`src/rtl/mmio_uart_tx.sv`:
```
// Memory-mapped 8N1 UART transmitter: CPU stores to TXDATA queue bytes in a FIFO; STATUS is pollable.
// Pop one cycle after a store into an idle, empty block; a store to a full FIFO is dropped and sets sticky overflow.
module mmio_uart_tx #(
    parameter int          CLKS_PER_BIT = 108,
    parameter int          FIFO_DEPTH   = 8,
    parameter logic [31:0] BASE_ADDR    = 32'h8000_0010
) (
    input  logic        clk,
    input  logic        reset,
    input  logic        mem_write,
    input  logic [31:0] addr,
    input  logic [31:0] write_data,
    output logic [31:0] read_data,
    output logic        hit,
    output logic        uart_tx
);

    localparam int          AW          = $clog2(FIFO_DEPTH);
    localparam int          CW          = AW + 1;
    localparam int          BW          = $clog2(CLKS_PER_BIT);
    localparam logic [CW-1:0] DEPTH_C   = CW'(FIFO_DEPTH);
    localparam logic [BW-1:0] BAUD_LAST = BW'(CLKS_PER_BIT - 1);
    localparam logic [31:0] STATUS_ADDR = BASE_ADDR + 32'd4;

    typedef enum logic [1:0] {S_IDLE, S_START, S_DATA, S_STOP} state_t;

    logic [7:0]    r_mem [FIFO_DEPTH];
    logic [AW-1:0] r_wr_ptr;
    logic [AW-1:0] r_rd_ptr;
    logic [CW-1:0] r_count;
    logic          r_overflow;
    state_t        r_state;
    logic [BW-1:0] r_baud;
    logic [2:0]    r_bit_idx;
    logic [7:0]    r_shift;
    logic          r_tx;

    logic          w_hit_data;
    logic          w_hit_status;
    logic          w_full;
    logic          w_empty;
    logic          w_busy;
    logic          w_pop;
    logic          w_push_req;
    logic          w_push;
    logic          w_baud_done;
    logic [3:0]    w_count4;
    logic          w_unused;

    assign w_hit_data   = (addr == BASE_ADDR);
    assign w_hit_status = (addr == STATUS_ADDR);
    assign w_full       = (r_count == DEPTH_C);
    assign w_empty      = (r_count == '0);
    assign w_busy       = (r_state != S_IDLE);
    assign w_pop        = (r_state == S_IDLE) && !w_empty;
    assign w_push_req   = mem_write && w_hit_data;
    // A full FIFO still accepts when the FSM frees a slot in the same cycle.
    assign w_push       = w_push_req && (!w_full || w_pop);
    assign w_baud_done  = (r_baud == BAUD_LAST);
    assign w_count4     = 4'(r_count);
    assign w_unused     = ^write_data[31:8];

    assign hit       = w_hit_data || w_hit_status;
    assign read_data = w_hit_status ? {24'b0, w_count4, r_overflow, w_busy, w_empty, w_full} : 32'h0;
    assign uart_tx   = r_tx;

    always_ff @(posedge clk) begin
        if (w_push) begin
            r_mem[r_wr_ptr] <= write_data[7:0];
        end
    end

    always_ff @(posedge clk or posedge reset) begin
        if (reset) begin
            r_wr_ptr   <= '0;
            r_rd_ptr   <= '0;
            r_count    <= '0;
            r_overflow <= 1'b0;
        end else begin
            if (w_push) begin
                r_wr_ptr <= r_wr_ptr + 1'b1;
            end
            if (w_pop) begin
                r_rd_ptr <= r_rd_ptr + 1'b1;
            end
            case ({w_push, w_pop})
                2'b10:   r_count <= r_count + 1'b1;
                2'b01:   r_count <= r_count - 1'b1;
                default: r_count <= r_count;
            endcase
            if (mem_write && w_hit_status) begin
                r_overflow <= 1'b0;
            end else if (w_push_req && !w_push) begin
                r_overflow <= 1'b1;
            end
        end
    end

    always_ff @(posedge clk or posedge reset) begin
        if (reset) begin
            r_state   <= S_IDLE;
            r_baud    <= '0;
            r_bit_idx <= '0;
            r_shift   <= '0;
            r_tx      <= 1'b1;
        end else begin
            case (r_state)
                S_IDLE: begin
                    r_tx <= 1'b1;
                    if (!w_empty) begin
                        r_shift   <= r_mem[r_rd_ptr];
                        r_baud    <= '0;
                        r_bit_idx <= '0;
                        r_state   <= S_START;
                        r_tx      <= 1'b0;
                    end
                end
                S_START: begin
                    if (w_baud_done) begin
                        r_baud  <= '0;
                        r_state <= S_DATA;
                        r_tx    <= r_shift[0];
                    end else begin
                        r_baud <= r_baud + 1'b1;
                    end
                end
                S_DATA: begin
                    if (w_baud_done) begin
                        r_baud  <= '0;
                        r_shift <= r_shift >> 1;
                        if (r_bit_idx == 3'd7) begin
                            r_state <= S_STOP;
                            r_tx    <= 1'b1;
                        end else begin
                            r_bit_idx <= r_bit_idx + 3'd1;
                            r_tx      <= r_shift[1];
                        end
                    end else begin
                        r_baud <= r_baud + 1'b1;
                    end
                end
                S_STOP: begin
                    if (w_baud_done) begin
                        r_baud  <= '0;
                        r_state <= S_IDLE;
                        r_tx    <= 1'b1;
                    end else begin
                        r_baud <= r_baud + 1'b1;
                    end
                end
                default: begin
                    r_state <= S_IDLE;
                    r_tx    <= 1'b1;
                end
            endcase
        end
    end

endmodule
```
`config.mk`:
```
export PLATFORM = sky130hd
export DESIGN_NAME = mmio_uart_tx
export DESIGN_NICKNAME = d
export VERILOG_FILES = /design/src/rtl/mmio_uart_tx.sv
export SDC_FILE = /design/constraint.sdc
export NUM_CORES = 1
export LEC_CHECK = 0
export ABC_AREA = 1
export BUFFER_PORTS_ARGS = -buffer_cell sky130_fd_sc_hd__buf_2
export CELL_PAD_IN_SITES_DETAIL_PLACEMENT = 0
export CELL_PAD_IN_SITES_GLOBAL_PLACEMENT = 1
export CORE_MARGIN = 2
export CORE_UTILIZATION = 34
export CTS_BUF_LIST = sky130_fd_sc_hd__clkbuf_2 sky130_fd_sc_hd__clkbuf_4 sky130_fd_sc_hd__clkbuf_8
export DETAILED_ROUTE_END_ITERATION = 16
export PLACE_DENSITY_LB_ADDON = 0.1
export SLEW_MARGIN = 20
export SYNTH_ARGS = -nofsm -noshare
export SYNTH_HDL_FRONTEND = slang
export SYNTH_SLANG_ARGS = --single-unit
```
`constraint.sdc`:
```
create_clock -name clk -period 2.6 [get_ports clk]
set_input_delay 0.13 -clock clk [delete_from_list [all_inputs] [get_ports clk]]
set_output_delay 0.13 -clock clk [all_outputs]
set_load 0.05 [all_outputs]
```
* After elaboration in Yosys (flattened, before gate mapping) *
Memories as Yosys holds them, arrays and structs flattened.
Cells that the tools add are included.

storage, ports and cells
  logic and storage cells = 81
  latch bits = 0
  bits in writable memories = 64
  bits in read-only memories = 0
  memories = 1
  input bits = 67
  flip-flop bits (word level) = 32
  output and inout port bits = 34

memories
  name   words  width  rd ports  clocked after memory_dff  wr ports  RTL line  RTL
  r_mem  8      8      1         0                         1         27        logic [7:0] r_mem [FIFO_DEPTH];

operators by class
  add/sub/neg operators = 6
  $lt $le $gt $ge = 0
  shift operators = 0
  equal/unequal tests = 16
  muxes and demuxes = 28
  reductions and logical operators = 21
  div/mod/pow operators = 0
  multiply operators = 0
  bitwise operators = 0

operators by type and width
  cell                  count
  $eq 32x32->1 const B  2
  $mux 8                3
  $pmux 8 s2            1
  $mux 7                2
  $pmux 7 s2            1
  $ne 2x2->1 const B    6
  $mux 2                5
  $add 3x1->3 const B   3
  $mux 1                9
  $mux 3                3
  $pmux 2 s4            1
  $pmux 4 s2            1
  $reduce_bool 2->1     4
  $add 7x1->7 const B   1
  $eq 7x7->1 const B    1
  $eq 2x2->1 const B    3
  $pmux 3 s2            1
  $reduce_and 3->1      2
  $logic_and 1x1->1     5
  $reduce_and 5->1      1
  $add 4x1->4 const B   1
  $eq 2x1->1 const B    2
  $eq 4x4->1 const B    1
  $logic_not 4->1       1
  8 further kinds       11

* Depth between registers and ports, before layout *
Gate-level depths: netlist of the first run.

  depth in word-level cells = 9
  gate-level depth with buffers = 14
  depth with buffers taken out = 14

* Least setup slack after synthesis of the first run *
Ideal clock, no wire load.

  kind = register to register
  from = reg r_state[0]
  to = reg r_count[2]
  slack = 0.216 ns
  cell stages (with the launch flop) = 13
  data required time = 2.518 ns
  buffers on the path = 1
  period minus slack after synthesis = 2.384 ns
  library setup time = 0.082 ns
  arrival = 2.303 ns
  cell sequence = dfrtp_1 -> inv_1 -> ha_1 -> buf_2 -> nor3_2 -> inv_1 -> nand3_1 -> ha_1 -> xor2_1 -> ha_1 -> a21oi_1 -> or2_2 -> a31oi_1

on the way
  longest elaborated chain between the ends = 6

ends and longest elaborated chain
  element                                                 RTL line  RTL
  start, declared                                         32        state_t r_state;
  start signal, assigned                                  101       r_state <= S_IDLE;
  start signal, assigned                                  114       r_state <= S_START;
  start signal, assigned                                  121       r_state <= S_DATA;
  $logic_not 2->1 *                                       55        assign w_pop = (r_state == S_IDLE) && !w_empty;
  $logic_and 1x1->1 *                                     55
  $logic_or 1x1->1                                        58        assign w_push = w_push_req && (!w_full || w_pop);
  $logic_and 1x1->1                                       58
  $eq 2x1->1 / $eq 2x2->1 (equally long branches)         86        case ({w_push, w_pop})
  $pmux 4 s2 / $reduce_bool 2->1 (equally long branches)  n/a
  end signal, assigned                                    87        2'b10: r_count <= r_count + 1'b1;
  end signal, assigned                                    88        2'b01: r_count <= r_count - 1'b1;
  end signal, assigned                                    89        default: r_count <= r_count;
  end, declared                                           30        logic [CW-1:0] r_count;

Every way passes the cells marked *; elsewhere a longest branch is shown, timed or not.
A chain may end at the register's enable or synchronous reset.

* Worst setup path in the final report of the first run *
Ends and elaborated chain as after synthesis.

==> results.json, run 1 <==
{
  "cts_inserted_buffers": 9,
  "antenna_cells": 0,
  "holdWs_ns": 0.0154,
  "hpwl_mm": 6.83,
  "track_usage_pct": 15.5,
  "hold_class": "input port to flip-flop",
  "cts.sinks": 96,
  "yosys_register_bits": 96,
  "synth_cell_types": 33,
  "drt_pass1_iterations": 4,
  "cap_viol_max_count": 0,
  "drtIter0Drc": 217,
  "route.detailed.drc": 0,
  "cts_buffer_depth": 2,
  "hold-path-endpoint": "r_mem[5][6]",
  "synthSimpleGateAreaFrac_pct": 25.7,
  "grt_start_max_net_pins": 34,
  "syn_to_final_growth_pct": 14.5,
  "grt_pass1_vias": 3333,
  "path_delay_family": "adder cells",
  "critPathBufInv": 2,
  "via_count": 3364,
  "worstRegToRegCells": 11,
  "finalMaxSlewViolations": 0,
  "ys_seq_area_share_pct": 57.8,
  "synthCells": 491,
  "max_freq_mhz": 426,
  "avgSynthCellArea_sq_um": 9.59,
  "run_status": "complete, no violations",
  "synth_area_leader_cell": "edfxtp_1",
  "insertion_delay_ns": 0.39,
  "rows": 43,
  "cp_max_fo": 4,
  "mostFrequentLayoutCells": "nand2_1, nor2_1, edfxtp_1",
  "rr_startpoint": "r_state[0]",
  "p_per_area_nw_per_um2": 524,
  "grt-ovfl-total": 0,
  "yosysWarnings": 0,
  "portBuffers": 52,
  "antenna_found_initial": 0,
  "cts.clk_slew.worst_paths_ns": 0.10,
  "core_sq_um": 13700,
  "path_cells": "inv_1, ha_1, nor3_2, inv_1, nand3_1, ha_2, xor2_2, ha_1, a21oi_1, or2_2, a31oi_1",
  "min_from": "write_data[6]",
  "dieHeight_um": 122,
  "synth_area_leaders": "edfxtp_1, dfrtp_1, nand2_1",
  "finalWeightedCongestion": 0.730,
  "cts_setup_buffers": 0,
  "wl_per_cell_um": 13.9,
  "report.final.setup_viol": 0,
  "fin_crit_ns": 2.35,
  "cp.required_ns": 2.91,
  "ctsRootBufferMaster": "clkbuf_8",
  "finalClockSkew_ns": 0.00962,
  "nFillCells": 1410,
  "via_per_inst": 4.53,
  "reg2reg_slack_ns": 0.25,
  "synthMuxAreaShare_pct": 0,
  "grt_pass1_wl_mm": 17.3,
  "yosysTopAreaCellShare_pct": 40.8,
  "fp.dieW_um": 122,
  "setup_tns_ns": 0,
  "routed_wl_mm": 10.3,
  "io_pins": 101,
  "synth-xor-area-share_pct": 2.05,
  "syn_area_sq_um": 4710,
  "rsz0062_at_grt": "false",
  "synthAdderAreaFrac_pct": 3.45,
  "cp.arrival_ns": 2.66,
  "crit_type": "flip-flop to flip-flop",
  "endpoint_kind": "flip-flop",
  "cts_max_level": 3,
  "dieArea_sq_um": 14800,
  "rr_endpoint": "r_count[2]",
  "start_util_pct": 34.3,
  "tritoncts": "done",
  "layout-drive-gt1-share_pct": 18.8,
  "max-vdd-ir-drop_mv": 0.314,
  "finalCritPeriodShare_pct": 90.3,
  "holdPathStages": 1,
  "ant_nets": 0,
  "finalHoldViolCount": 0,
  "cp_slowest_cell": "dfrtp_1",
  "synth_top_family_by_area": "simple AND/OR/NAND/NOR gates",
  "final_common_cell": "nand2_1",
  "synth_compound_area_share_pct": 3.11,
  "cpPeakStageDelay_ns": 0.40,
  "p_leak_nw": 2.35,
  "fin_nets": 638,
  "critPathLaunchType": "flip-flop"
}
-- synthesized netlist by cell type --
library cell and n:
a21oi_1 4, nand2_1 128, xnor2_1 2, o211ai_1 3, inv_1 25, nor2_1 64
nand4_1 6, nor3_1 3, nand4_2 1, buf_2 10, nor2_4 1, nand3_1 63
inv_2 3, or2_2 2, a31oi_1 1, buf_4 24, conb_1 1, clkbuf_1 2
o21ai_4 1, buf_6 1, o21ai_0 10, o22ai_1 5, buf_1 1, edfxtp_1 64
nor3_2 1, nand2_4 2, ha_1 13, nand3_2 3, nor2_2 4, clkinv_1 2
dfrtp_1 31, xor2_1 9, dfstp_2 1
-- worst max path at each step --
stage                    start         end  slack [ns]  cells after the start
finish              r_state[0]  r_count[2]        0.25                     11
global route        r_state[0]  r_count[2]        0.01                     11
CTS                 r_state[0]  r_count[2]        0.15                     11
detailed placement  r_state[0]  r_count[2]        0.17                     11
global placement    r_state[0]  r_count[2]        0.24                     11
floorplan           r_state[0]  r_count[2]        0.22                     12
-- through the flow --
step	instances	total power [mW]	cell area [sq um]	worst slack, ns	utilization (%)
6_report	743	2.82	5400	0.251	39.3
5_1_grt	743	2.94	5400	0.0118	39.3
4_1_cts	743	2.86	5390	0.153	39.3
3_5_place_dp	725	1.80	5160	0.166	37.6
3_3_place_gp	725	1.80	5160	0.239	37.6
2_1_floorplan	514	1.78	4800	0.216	-
-- final cells by class --
class,instances,area (sq um),area share (%)
Clock buffer,9,124,2.30
Timing Repair Buffer,71,408,7.56
Clock inverter,7,83.8,1.55
Multi-Input combinational cell,350,1720,31.8
Inverter,30,113,2.09
Tap cell,180,225,4.17
Sequential cell,96,2720,50.5
-- flip-flops by register name, summed over array words and instances (netlist names) --
name and count:
uart_tx 1, r_count 4, r_shift 8, r_bit_idx 3, r_rd_ptr 3, r_overflow 1
r_mem 64, r_baud 7, r_wr_ptr 3, r_state 2
-- what timing repair did --
| item | 4_1_cts | 5_1_grt |
|---|---|---|
| hold buffers | 2 | 0 |
| setup endpoints to repair | 0 | 1 |
| resized for setup | 0 | 2 |
| endpoints found under the hold margin | 39 | 0 |
-- where the power goes --
part / switching [mW] / leakage (nW) / internal [mW]
clock network: 0.590 / 0.103 / 0.463
logic: 0.112 / 1.28 / 0.0294
registers: 0.00000000187 / 0.969 / 1.63
-- logic make-up (layout without fill, tap and decap cells) --
group                      Yosys count  in the layout
and+or+nand+nor                    278            278
DFF                                 96             96
buffers and inverters               68            117
AOI/OAI and AO/OA                   24             24
adders and majority gates           13             13
xor gates and xnor gates            11             11
other                                1             24
-- routing by layer --
layer	global-route usage [%]	routed length (um)	vias to the layer above
li1	-	-	1717
met1	21.0	5160	1580
met2	24.8	4670	53
met3	2.81	297	14
met4	6.25	185	0
met5	0	0	-
Power figures use the tool's default switching activity.
==> run 2, diff against run 1 <==
CORE_UTILIZATION = 40   (was 34)
==> run 2 against run 1 <==
  * Die area is 15% lower
  * Design area is 1.4% lower
  * Sequential share of layout area is 0.70 points higher
  * Via count is 0.18% higher
  * Global-route usage is 0.84 points higher
  * Critical path type unchanged
  * First-iteration DRC count is 28% lower
  * Register-to-register slack hardly changed
==> results.json, run 2 (synthesis gave the netlist of run 1 again) <==
{
  "grt_pass1_wl_mm": 16.0,
  "run_status": "complete, no violations",
  "insertion_delay_ns": 0.38,
  "syn_to_final_growth_pct": 13.0,
  "grt-ovfl-total": 0,
  "p_leak_nw": 2.34,
  "rsz0062_at_grt": "false",
  "layout-drive-gt1-share_pct": 18.4,
  "route.detailed.drc": 0,
  "cp_max_fo": 6,
  "placed_cells": 685,
  "stdcell_area_sq_um": 5320,
  "cp.required_ns": 2.90,
  "finalPower_mw": 2.77,
  "max-vdd-ir-drop_mv": 0.434,
  "io_pins": 101,
  "critPathBufInv": 1,
  "place_area_sq_um": 5090,
  "cp.arrival_ns": 2.65,
  "path_delay_family": "simple AND/OR/NAND/NOR gates",
  "met3WireLength_um": 413,
  "hpwl_mm": 6.48,
  "fp.dieW_um": 113,
  "dieHeight_um": 113,
  "finalNonFillerCells": 703,
  "cts_inserted_buffers": 9,
  "pwr-share-comb_pct": 5.1,
  "finalClockSkew_ns": 0.0142,
  "via_count": 3370,
  "p_per_area_nw_per_um2": 520,
  "finalCritPeriodShare_pct": 90.3,
  "start_util_pct": 41.1,
  "finalMaxSlewViolations": 0,
  "cts.clk_slew.worst_paths_ns": 0.10,
  "report.final.setup_viol": 0,
  "grt_start_max_net_pins": 34,
  "dieArea_sq_um": 12700,
  "holdWs_ns": 0.0222,
  "antenna_cells": 0,
  "ant_nets": 0,
  "cts.sinks": 96,
  "mostFrequentLayoutCells": "nand2_1, nor2_1, edfxtp_1",
  "endpoint_kind": "flip-flop",
  "hold_class": "input port to flip-flop",
  "final_common_cell": "nand2_1",
  "fin_nets": 635,
  "worst_slack_ns": 0.251,
  "switching_share_pct": 23.6,
  "drt_pass1_iterations": 4,
  "relSlewSlack_pct": 56.7,
  "rows": 39,
  "cp_slowest_cell": "dfrtp_1",
  "top_register": "r_mem",
  "max_freq_mhz": 426,
  "grt_pass1_vias": 3197,
  "top_regs": "r_mem: 64 flops, r_shift: 8 flops, r_baud: 7 flops",
  "drtIter0Drc": 157,
  "routedLengthMet1_mm": 4.58,
  "core_sq_um": 11500,
  "cts_buffer_depth": 2,
  "finalWeightedCongestion": 0.711,
  "finalHoldViolCount": 0,
  "clockPowerShare_pct": 36.0,
  "cpPeakStageDelay_ns": 0.46,
  "path_cells": "nor2_2, nand2_1, nor3_2, inv_1, nand3_1, ha_2, xor2_2, ha_1, a21oi_1, or2_2, a31oi_1",
  "cts_setup_buffers": 0,
  "worstMarginPinSlew_ns": 0.646,
  "cts_max_level": 3,
  "top_layer": "met4",
  "setup_tns_ns": 0,
  "largest_reg_flops": 64,
  "pre_cts_ws_ns": 0.0744,
  "antenna_found_initial": 0,
  "portBuffers": 52,
  "utilization_pct": 46.4,
  "routed-wl-met2_mm": 4.54,
  "ctsRootBufferMaster": "clkbuf_8",
  "fin_crit_ns": 2.35,
  "routed_wl_mm": 9.67,
  "tritoncts": "done",
  "p_int_mw": 2.11,
  "crit_type": "flip-flop to flip-flop",
  "switching_power_mw": 0.653,
  "via_per_inst": 4.79,
  "track_usage_pct": 16.4,
  "wl_per_cell_um": 13.8,
  "power_frac_seq_pct": 58.9,
  "critPathLaunchType": "flip-flop",
  "cap_viol_max_count": 0
}
-- run 2: layout make-up --
type                       count  area [sq um]
multi-input combinational    350          1720
sequential                    96          2720
timing repair buffer          68           385
fill                        1118          6150
clock buffer                   9           124
inverter                      30           113
tap                          143           179
clock inverter                 7          76.3
-- run 2: routing by layer --
| layer | track usage, % | vias up |
|---|---|---|
| met4 | 6.34 | 0 |
| li1 | - | 1711 |
| met5 | 0 | - |
| met2 | 26.9 | 84 |
| met3 | 3.13 | 12 |
| met1 | 21.6 | 1563 |
-- run 2: repair_timing --
item                                    in CTS  in global routing
hold buffers                                 2                  0
resized for setup                            0                  3
endpoints found under the setup margin       0                  1
hold endpoints to repair                    33                  0
-- run 2: power by group through the flow --
stage / Combinational, mW / Sequential [mW] / Clock, mW
floorplan: 0.119 / 1.66 / 0
detailed placement: 0.140 / 1.66 / 0
finish: 0.141 / 1.63 / 0.995
global route: 0.153 / 1.63 / 1.10
global placement: 0.138 / 1.66 / 0
CTS: 0.142 / 1.63 / 1.04
-- run 2: path summary, 6_finish.rpt --
kind                                    start     endpoint  slack [ns]  cells after the start
min in group asynchronous               reset  r_rd_ptr[2]        0.38                      4
worst max-delay path               r_count[0]   r_count[2]        0.25                     11
worst max register to register     r_count[0]   r_count[2]        0.25                     11
max in group asynchronous               reset      uart_tx        1.88                      4
worst min-delay path            write_data[2]  r_mem[0][2]        0.02                      1
worst min register to register     r_shift[7]   r_shift[7]        0.49                      2
-- run 2: worst register-to-register path: cells and delay by family, from the launching register on --
kind                       cells  cell delay (ns)
DFF                            1             0.46
buffers and inverters          1             0.13
and+or+nand+nor                5             0.89
AOI/OAI and AO/OA              2             0.17
adders and majority gates      2             0.41
xor gates and xnor gates       1             0.20
==> run 3, diff against run 2 <==
ABC_AREA = not set   (was 1)
==> run 3 against run 2 <==
  * Power increased by 5.2%
  * Non-clock buffer count is 12 higher
  * Area after synthesis shrank 4.3%
  * Core utilization rose by 1.3 points
  * Sequential cell count unchanged
  * Cell count shrank 22%
  * Largest power group unchanged
  * Clock skew fell by 0.00050 ns
  * Critical path depth stayed put
  * Largest cell class unchanged
==> results.json, run 3 <==
{
  "avgSynthCellArea_sq_um": 14.0,
  "ys_top_cells_by_count": "edfxtp_1, dfrtp_1, buf_4, nand2_1, nor2_1",
  "cts_max_level": 3,
  "cts_inserted_buffers": 9,
  "relSlewSlack_pct": 59.9,
  "synthCells": 323,
  "wl_per_cell_um": 15.3,
  "yosysWarnings": 0,
  "finalWeightedCongestion": 0.744,
  "rows": 38,
  "finalCritPeriodShare_pct": 96.6,
  "fin_crit_ns": 2.51,
  "cpPeakStageDelay_ns": 0.56,
  "critPathBufInv": 1,
  "dieArea_sq_um": 12100,
  "stdcell_area_sq_um": 5220,
  "insertion_delay_ns": 0.37,
  "cp_max_fo": 4,
  "ant_nets": 0,
  "route.detailed.drc": 0,
  "portBuffers": 52,
  "via_count": 2733,
  "syn_area_sq_um": 4510,
  "p_leak_nw": 2.13,
  "hold_class": "input port to flip-flop",
  "synth_most_common_cell": "edfxtp_1",
  "layout-drive-gt1-share_pct": 32.4,
  "mostFrequentLayoutCells": "edfxtp_1, buf_2, dfrtp_1",
  "routed_wl_mm": 8.36,
  "crit_type": "flip-flop to flip-flop",
  "max-vdd-ir-drop_mv": 0.434,
  "place_area_sq_um": 4940,
  "grt_pass1_vias": 2636,
  "top_register": "r_mem",
  "cts.clk_slew.worst_paths_ns": 0.10,
  "start_util_pct": 41.2,
  "p_per_area_nw_per_um2": 558,
  "synth_ff_type": "edfxtp_1",
  "drtIter0Drc": 131,
  "path_delay_family": "simple AND/OR/NAND/NOR gates",
  "worst_slack_ns": 0.0893,
  "report.final.setup_viol": 0,
  "ctsRootBufferMaster": "clkbuf_8",
  "async_flop_share_pct": 33.3,
  "synth_edf_count": 64,
  "holdWs_ns": 0.0269,
  "setup_tns_ns": 0,
  "endpoint_kind": "flip-flop",
  "cap_viol_max_count": 0,
  "critPathLaunchType": "flip-flop",
  "antenna_cells": 0,
  "finalHoldViolCount": 0,
  "tritoncts": "done",
  "ys_seq_area_share_pct": 60.4,
  "track_usage_pct": 15.1,
  "dieHeight_um": 110,
  "path_common_cell": "xor2_1",
  "grt_start_max_net_pins": 33,
  "largest_reg_flops": 64,
  "pre_cts_ws_ns": 0.0858,
  "grt-ovfl-total": 0,
  "path_cells": "inv_2, ha_2, o21bai_1, or4_4, ha_1, xor2_1, ha_1, a21oi_1, xor2_1, nor2_1, xor2_1",
  "cts_buffer_depth": 2,
  "rsz0062_at_grt": "false",
  "synth_cell_types": 43,
  "yosysTopAreaCellShare_pct": 42.6,
  "final_common_cell": "edfxtp_1",
  "fp.dieW_um": 110,
  "cp.required_ns": 2.85,
  "hpwl_mm": 5.67,
  "cp.arrival_ns": 2.76,
  "synth_area_leaders": "edfxtp_1, dfrtp_1, mux4_2",
  "fin_nets": 482,
  "via_per_inst": 5.00,
  "drt_pass1_iterations": 4,
  "syn_to_final_growth_pct": 15.7,
  "max_freq_mhz": 398,
  "top_regs": "r_mem: 64 flops, r_shift: 8 flops, r_baud: 7 flops",
  "worstMarginPinSlew_ns": 0.595,
  "cts.sinks": 96,
  "finalClockSkew_ns": 0.0137,
  "core_sq_um": 10900,
  "grt_pass1_wl_mm": 13.5,
  "antenna_found_initial": 0,
  "finalMaxSlewViolations": 0,
  "synth_area_leader_cell": "edfxtp_1",
  "run_status": "complete, no violations",
  "cp_slowest_cell": "or4_4",
  "yosys_register_bits": 96,
  "io_pins": 101
}
[run 3: cell count changes after synthesis, sizes merged, moves of 7 or more]
cell and delta:
nor2 -46, mux2 +11, inv -21, o21ai +9
and3 +7, nand3 -62, mux2i +9, mux4 +16
nand2 -106
[run 3: cells by family after synthesis]
family / Yosys count / synth area share, %
flops: 96 / 60.4
simple gates: 87 / 10.1
buf+inv: 42 / 5.97
compound gates: 37 / 4.91
mux: 36 / 12.7
fa+ha+maj: 13 / 3.61
xor+xnor: 11 / 2.14
other cells: 1 / 0.0832
[run 3: stage by stage]
step	total power, mW	util, %	instances
2_1_floorplan	1.88	-	346
3_3_place_gp	1.91	45.2	524
5_1_grt	3.03	47.7	547
4_1_cts	2.96	47.3	542
6_report	2.91	47.7	547
3_5_place_dp	1.92	45.2	524
[run 3: path summary, 6_finish.rpt]
kind                       cells past startpoint  slack [ns]     endpoint           from
min in group asynchronous                      4        0.39   r_overflow          reset
max                                           11        0.09   r_count[2]     r_state[0]
max in group asynchronous                      4        1.87      uart_tx          reset
min                                            1        0.03  r_mem[0][0]  write_data[0]
min reg2reg                                    2        0.48      uart_tx        uart_tx
max reg2reg                                   11        0.09   r_count[2]     r_state[0]
[run 3: what timing repair did]
item                                   CTS  global route
hold buffers                             2             0
setup endpoints to repair                0             2
buffers inserted                         0             5
resized for setup                        0             4
endpoints found under the hold margin   32             0
[run 3: layout make-up]
| type | count | area [sq um] |
|---|---|---|
| flip-flops and latches | 96 | 2720 |
| fillers | 993 | 5720 |
| clock inverters | 6 | 76.3 |
| clock buffers | 10 | 131 |
| inverters | 7 | 26.3 |
| multi-input cells | 208 | 1610 |
| repair buffers | 80 | 475 |
| well taps | 140 | 175 |
[run 3: layer usage]
metal	GRT usage, %	vias up	wire, um
met1	20.1	1352	3940
met4	4.02	0	85
met3	3.70	10	265
met5	0	-	0
met2	24.8	56	4070
li1	-	1315	-
[run 3: power breakdown]
part           switching, mW  internal [mW]
clock                  0.552          0.475
combinational          0.128         0.0478
sequential            0.0271           1.68
